===== src/rtl/cpu_pipe_pkg.sv =====
// cpu_pipe_pkg: shared EX->MEM pipeline types, default widths and skid-buffer state encoding
package cpu_pipe_pkg;
  localparam int XLEN_DEF = 32;
  localparam int RA_W_DEF = 5;
  typedef struct packed {
    logic [XLEN_DEF-1:0] result;
    logic [XLEN_DEF-1:0] store_data;
    logic [RA_W_DEF-1:0] rd;
    logic                reg_wr_en;
    logic                flag;
  } ex_mem_t;
  typedef enum logic [1:0] {EMPTY, FULL, SKID} skid_state_e;
endpackage


===== src/rtl/pipe_skid_buf.sv =====
// pipe_skid_buf: width-W valid/ready register with one-entry skid, registered in_ready, sync flush (ports: clk, rst, flush, in_valid/in_ready/in_data, out_valid/out_ready/out_data)
module pipe_skid_buf
  import cpu_pipe_pkg::*;
#(
  parameter int W = $bits(ex_mem_t)
) (
  input  logic         clk,
  input  logic         rst,
  input  logic         flush,
  input  logic         in_valid,
  output logic         in_ready,
  input  logic [W-1:0] in_data,
  output logic         out_valid,
  input  logic         out_ready,
  output logic [W-1:0] out_data
);
  skid_state_e st;
  logic [W-1:0] m, s;
  logic acc, drn;
  assign acc = in_valid & in_ready;
  assign drn = out_valid & out_ready;
  assign out_data = m;
  always_ff @(posedge clk) begin
    if (rst) begin
      st <= EMPTY;
      in_ready <= 1'b1;
      out_valid <= 1'b0;
      m <= '0;
      s <= '0;
    end else if (flush) begin
      st <= EMPTY;
      in_ready <= 1'b1;
      out_valid <= 1'b0;
    end else begin
      case (st)
        EMPTY: if (acc) begin
          st <= FULL;
          m <= in_data;
          out_valid <= 1'b1;
        end
        FULL: if (acc && drn) m <= in_data;
        else if (acc) begin
          st <= SKID;
          s <= in_data;
          in_ready <= 1'b0;
        end else if (drn) begin
          st <= EMPTY;
          out_valid <= 1'b0;
        end
        SKID: if (drn) begin
          st <= FULL;
          m <= s;
          in_ready <= 1'b1;
        end
        default: begin
          st <= EMPTY;
          in_ready <= 1'b1;
          out_valid <= 1'b0;
        end
      endcase
    end
  end
endmodule


===== src/rtl/ex_mem_skid_stage.sv =====
// ex_mem_skid_stage: EX->MEM boundary register with skid buffer, flush, rd==0 write gating and hazard forwarding tap (ports: clk, rst, flush, in_* from EX, out_* to MEM, fwd_* to hazard unit)
module ex_mem_skid_stage
  import cpu_pipe_pkg::*;
#(
  parameter int XLEN        = XLEN_DEF,
  parameter int RA_W        = RA_W_DEF,
  parameter bit ZERO_REG_WR = 1'b0
) (
  input  logic            clk,
  input  logic            rst,
  input  logic            flush,
  input  logic            in_valid,
  output logic            in_ready,
  input  logic [XLEN-1:0] in_result,
  input  logic [XLEN-1:0] in_store_data,
  input  logic [RA_W-1:0] in_rd,
  input  logic            in_reg_wr_en,
  input  logic            in_flag,
  output logic            out_valid,
  input  logic            out_ready,
  output logic [XLEN-1:0] out_result,
  output logic [XLEN-1:0] out_store_data,
  output logic [RA_W-1:0] out_rd,
  output logic            out_reg_wr_en,
  output logic            out_flag,
  output logic            fwd_valid,
  output logic [RA_W-1:0] fwd_rd,
  output logic [XLEN-1:0] fwd_data
);
  typedef struct packed {
    logic [XLEN-1:0] result;
    logic [XLEN-1:0] store_data;
    logic [RA_W-1:0] rd;
    logic            reg_wr_en;
    logic            flag;
  } ent_t;
  ent_t d, q;
  // x0 is hardwired; drop its write enable at capture unless explicitly allowed
  assign d = '{in_result, in_store_data, in_rd, in_reg_wr_en & (ZERO_REG_WR || in_rd != '0), in_flag};
  pipe_skid_buf #(.W($bits(ent_t))) u_buf (
    .clk      (clk),
    .rst      (rst),
    .flush    (flush),
    .in_valid (in_valid),
    .in_ready (in_ready),
    .in_data  (d),
    .out_valid(out_valid),
    .out_ready(out_ready),
    .out_data (q)
  );
  assign out_result     = q.result;
  assign out_store_data = q.store_data;
  assign out_rd         = q.rd;
  assign out_reg_wr_en  = q.reg_wr_en;
  assign out_flag       = q.flag;
  assign fwd_valid      = out_valid & q.reg_wr_en;
  assign fwd_rd         = q.rd;
  assign fwd_data       = q.result;
endmodule

===== config.mk =====
export PLATFORM = sky130hd
export DESIGN_NAME = ex_mem_skid_stage
export DESIGN_NICKNAME = d
export VERILOG_FILES = /design/src/rtl/cpu_pipe_pkg.sv /design/src/rtl/pipe_skid_buf.sv /design/src/rtl/ex_mem_skid_stage.sv
export SDC_FILE = /design/constraint.sdc
export NUM_CORES = 1
export LEC_CHECK = 0
export ABC_AREA = 1
export BUFFER_PORTS_ARGS = -buffer_cell sky130_fd_sc_hd__buf_4
export CAP_MARGIN = 20
export CELL_PAD_IN_SITES_DETAIL_PLACEMENT = 0
export CELL_PAD_IN_SITES_GLOBAL_PLACEMENT = 1
export CORE_UTILIZATION = 39
export CTS_CLUSTER_DIAMETER = 120
export DETAILED_ROUTE_END_ITERATION = 16
export GPL_TIMING_DRIVEN = 0
export PLACE_DENSITY = 0.95
export RECOVER_POWER = 25
export SYNTH_ARGS = -nofsm -noshare
export SYNTH_HDL_FRONTEND = slang
export SYNTH_SLANG_ARGS = --single-unit

===== constraint.sdc =====
create_clock -name clk -period 4.02 [get_ports clk]
set_input_delay 0.201 -clock clk [delete_from_list [all_inputs] [get_ports clk]]
set_output_delay 0.201 -clock clk [all_outputs]
set_load 0.05 [all_outputs]

After elaboration in Yosys (flattened, before gate mapping). Index checks and enable logic that the tools add are counted.

Flip-flop bits (word level): 146. Latch bits: 0. Memory bits (writable): 0. ROM bits: 0. Output and inout bits: 111. Logic and storage cells: 52. Memories kept: 0.

Add/sub/neg operators: 0. Multipliers: 0. Div/mod/pow operators: 0. Magnitude comparators: 0. Eq/ne operators: 10. Shifts and indexed selects: 0. Muxes and demuxes: 19. Bitwise logic cells: 8. Reductions and logical operators: 10.

Operator list (number): 71-bit 2-to-1 mux (3); 71-bit one-hot mux with 3 select lines (1); 4-bit AND reduction (3); 2-bit 2-to-1 mux (5); 2-bit by 1-bit != test with 1-bit output, second input constant (5); 5-bit AND reduction (2); 1-bit 2-to-1 mux (7); 1-bit one-hot mux with 3 select lines (2); 2-bit one-hot mux with 3 select lines (1); 5-bit nonzero test (1); 1-bit bitwise AND (4); 2-bit != test, second input constant (2); 1-bit NOT (4); 3-bit by 1-bit != test with 1-bit output, second input constant (1); 3-bit nonzero test (1); 2-bit by 1-bit equality test with 1-bit output, second input constant (1); 2-bit equality test, second input constant (1); 2-bit zero test (1); 2-bit OR reduction (1); 1-bit logical AND (1).

Logic depth before layout (Yosys ltp).
Depth in word-level cells: 5. Mapped depth: 9. Mapped depth without buffers: 7.

Hierarchy. Synthesis repeated with hierarchy kept, for this count alone.

Cell total of the unflattened synthesis: 1087. Area total of the unflattened synthesis: 6971.7 um^2.

By module, submodules not included: pipe_skid_buf (times used 1, cells an instance 1042, area each 6662.6 um^2, seq. area each 2922.8 um^2); ex_mem_skid_stage (times used 1, cells an instance 45, area each 309.0 um^2, seq. area each 0.0 um^2).

Worst setup path before layout. Ideal clock, no wire load.

Path type: reg2reg. Start point: register u_buf.in_ready. End point: register u_buf.s[41]. Library setup time: 0.119 ns. Arrival time: 1.628 ns. Data required time: 3.901 ns. Setup slack: 2.272 ns. Stages on the path, launching flop included: 8. Path buffers: 2. Clock period less this slack: 1.748 ns. Cell sequence: dfxtp_1 > nand2_1 > nor2_1 > nand2_1 > buf_2 > buf_4 > o21ai_1 > a21oi_1.

Longest elaborated chain between the ends: 4.

Ends and longest elaborated chain: start: declaration (line pipe_skid_buf.sv:11) `output logic in_ready,`; start signal: assignment (line pipe_skid_buf.sv:26) `in_ready <= 1'b1;`; start signal: assignment (line pipe_skid_buf.sv:32) `in_ready <= 1'b1;`; start signal: assignment (line pipe_skid_buf.sv:45) `in_ready <= 1'b0;`; 1-bit bitwise AND * (line pipe_skid_buf.sv:20) `assign acc = in_valid & in_ready;`; 1-bit logical AND (line pipe_skid_buf.sv:41) `FULL: if (acc && drn) m <= in_data;`; 1-bit NOT (no source line); 4-bit AND reduction (no source line) *; end signal: assignment (line pipe_skid_buf.sv:44) `s <= in_data;`; end: declaration (line pipe_skid_buf.sv:18) `logic [W-1:0] m, s;`.

Mark *: on every way between the ends. The rest lies on a longest branch, timed or not. A chain may end at the register's enable or synchronous reset.

==> flow_summary.toml <==
[sta]
fmax_ghz = 0.478
hold_viol_final = 0
rsz0062_at_grt = "false"
tightest_slew_ns = 0.827
maxSlewViolCount = 0
finalSetupViolCount = 0
finClkSkew_ns = 0.00862
slew_headroom = 0.449
period_share = 0.521
fin_crit_ns = 2.09
tns_ns = 0

[worst_setup_path]
startpoint_type = "primary input"
crit_type = "primary input to register"
critPathArrivalTime_ns = 2.45
cp_max_fo = 10
cp-end-kind = "register"
cp_top_family = "buffers and inverters"
cpPeakStageDelay_ns = 0.66
cp.required_ns = 4.37
path_buf_inv = 5
cpMaxStageDelayCell = "clkbuf_1"
cp_cell_sequence = "dlygate4sd3_1 -> buf_4 -> inv_1 -> clkbuf_1 -> clkbuf_1 -> o21ai_1 -> a21oi_1"
cpMostUsedCell = "clkbuf_1"
r2r_slack_ns = 2.05

[clock_network]
htree_levels = 4
clk_path_buf_depth = 2
post_cts_resized = 0
root_buffer = "clkbuf_16"
cts_hold_buf = 2
cts_setup_buffers = 0
numCtsBuffers = 17
clock_latency_ns = 0.43
clk_pin_slew_ns = 0.06
numClockSinks = 146
cts_tree = "done"

[drt]
vias_per_cell = 4.55
avgRoutedWirePerCell_um = 12.0
drc = 0
drtIter0Drc = 319
first_pass_iters = 7
ant_nets = 0
num_vias = 6552
drt-total-wl_um = 17300

[pwr]
ir_worst_vdd_v = 0.000310
p_leak_nw = 4.19
p_per_area_nw_per_um2 = 454
p_total_w = 0.00393

[placement]
dp_hpwl_um = 12300
gp_congestion = 0.781
numPortBuffers = 186
dpl-instance-area_um2 = 8280

[final_layout]
n_antenna_cell = 0
num-fill-cells = 1772
area_growth_pct = 31.0
fin_area_um2 = 8660
nNetsFinal = 1283
drive_above_1_share = 0.185

[synth]
ys_seq_area_frac = 0.442
synth_fp_nets = 1076
ys_ff_latch = 146
ys_warn_count = 0
yosysUniqueCellTypes = 16
syn_inst = 1000
synth_area_um2 = 6610
syn_area_per_cell_um2 = 6.61

[floorplan]
die_width_um = 132
fp.coreArea_um2 = 16600
start_util = 0.399
rows = 47
fp.dieH_um = 132
ios = 187
die_area_um2 = 17500

[status]
status = "finished clean"

[global_routing]
grt_util_met3 = 0.0531
grt_max_degree = 17
overflow = 0
grt_busiest_layer = "met2"
gr-usage-all-layers = 0.201
grt_use_met1 = 0.263
grt.met2_usage = 0.319
antenna_found_initial = 0
grt_pass1_vias = 5921
grt_pass1_wl_um = 28100

[min_path]
hp-class = "primary input to register"

[flow_run]
drv_cap = 0
## stage by stage
| step | cells | utilization | hold slack (ns) | worst slack, ns |
|---|---|---|---|---|
| 2_1_floorplan | 1000 | - | 0.270 | 2.27 |
| 6_report | 1440 | 0.522 | 0.0512 | 1.93 |
| 3_5_place_dp | 1406 | 0.499 | 0.382 | 2.05 |
| 4_1_cts | 1440 | 0.536 | 0.0354 | 1.93 |
| 3_3_place_gp | 1406 | 0.499 | 0.377 | 2.09 |
| 5_1_grt | 1440 | 0.522 | 0.0452 | 1.77 |
## registers in the layout, indices dropped and copies added (netlist names)
register,flops
u_buf.out_data,71
u_buf.s,71
u_buf.in_ready,1
u_buf.st,2
u_buf.out_valid,1
## layer usage
layer | wire (µm) | vias up | share of wire
met1 | 8130 | 2930 | 0.47
met2 | 7980 | 174 | 0.46
met4 | 266 | 0 | 0.015
met3 | 935 | 26 | 0.054
met5 | 0 | - | 0
li1 | - | 3422 | -
## cells in the final DEF (no fill, tap or decap), types with 2 or more instances in the layout
| master | count |
|---|---|
| inv_2 | 2 |
| dfxtp_1 | 146 |
| nor2_1 | 149 |
| clkinvlp_4 | 4 |
| clkbuf_8 | 2 |
| nand3_1 | 6 |
| clkinv_4 | 3 |
| o21ai_0 | 123 |
| clkbuf_16 | 17 |
| buf_4 | 164 |
| inv_1 | 150 |
| clkbuf_1 | 91 |
| dlygate4sd3_1 | 2 |
| nand2_1 | 227 |
| o21ai_1 | 21 |
| bufinv_16 | 2 |
| buf_2 | 29 |
| nand4_1 | 2 |
| a21oi_1 | 75 |
## power breakdown
part | internal (W) | switching (W)
Sequential | 0.00152 | 0.0000432
Combinational | 0.000240 | 0.000541
Clock | 0.000950 | 0.000633
Total | 0.00271 | 0.00122
## synthesized netlist by cell type
library cell,count,area (µm²)
o21ai_1,21,105
inv_2,2,7.51
dfxtp_1,146,2920
nand4_1,2,12.5
nand2_1,227,852
nand3_2,1,10.0
o21ai_0,123,616
buf_4,40,300
nand3_1,6,30.0
a21oi_1,75,375
inv_1,150,563
nor2_1,149,559
nand3b_1,1,7.51
buf_1,1,3.75
buf_2,29,145
clkbuf_1,27,101
## path summary, 6_finish.rpt
| kind | from | end | cells past startpoint |
|---|---|---|---|
| setup reg to reg | u_buf.st[0] | u_buf.out_data[2] | 9 |
| setup / recovery | rst | u_buf.s[59] | 7 |
| hold reg to reg | u_buf.s[4] | u_buf.s[4] | 2 |
| hold / removal | in_result[16] | u_buf.s[55] | 3 |
## tightest hold or removal path, stage by stage
cell,delay (ns)
buf_4,0.09
o21ai_1,0.06
a21oi_1,0.09
## area by class of cell
type | instances | area [µm²] | area share
clock buffers | 21 | 460 | 0.0532
repair buffers | 188 | 1180 | 0.137
multi-input cells | 605 | 2570 | 0.296
inverters | 152 | 571 | 0.0659
clock inverters | 11 | 130 | 0.0150
plain buffers | 97 | 551 | 0.0636
well taps | 220 | 275 | 0.0318
flip-flops and latches | 146 | 2920 | 0.337
## kinds of logic (layout without fill, tap and decap cells)
kind of cell	Yosys count	count (layout)	synth area share
and+or+nand+nor	386	386	0.223
DFF	146	146	0.442
AOI/OAI and AO/OA	219	219	0.166
buffers and inverters	249	469	0.170
Power figures use the tool's default switching activity.
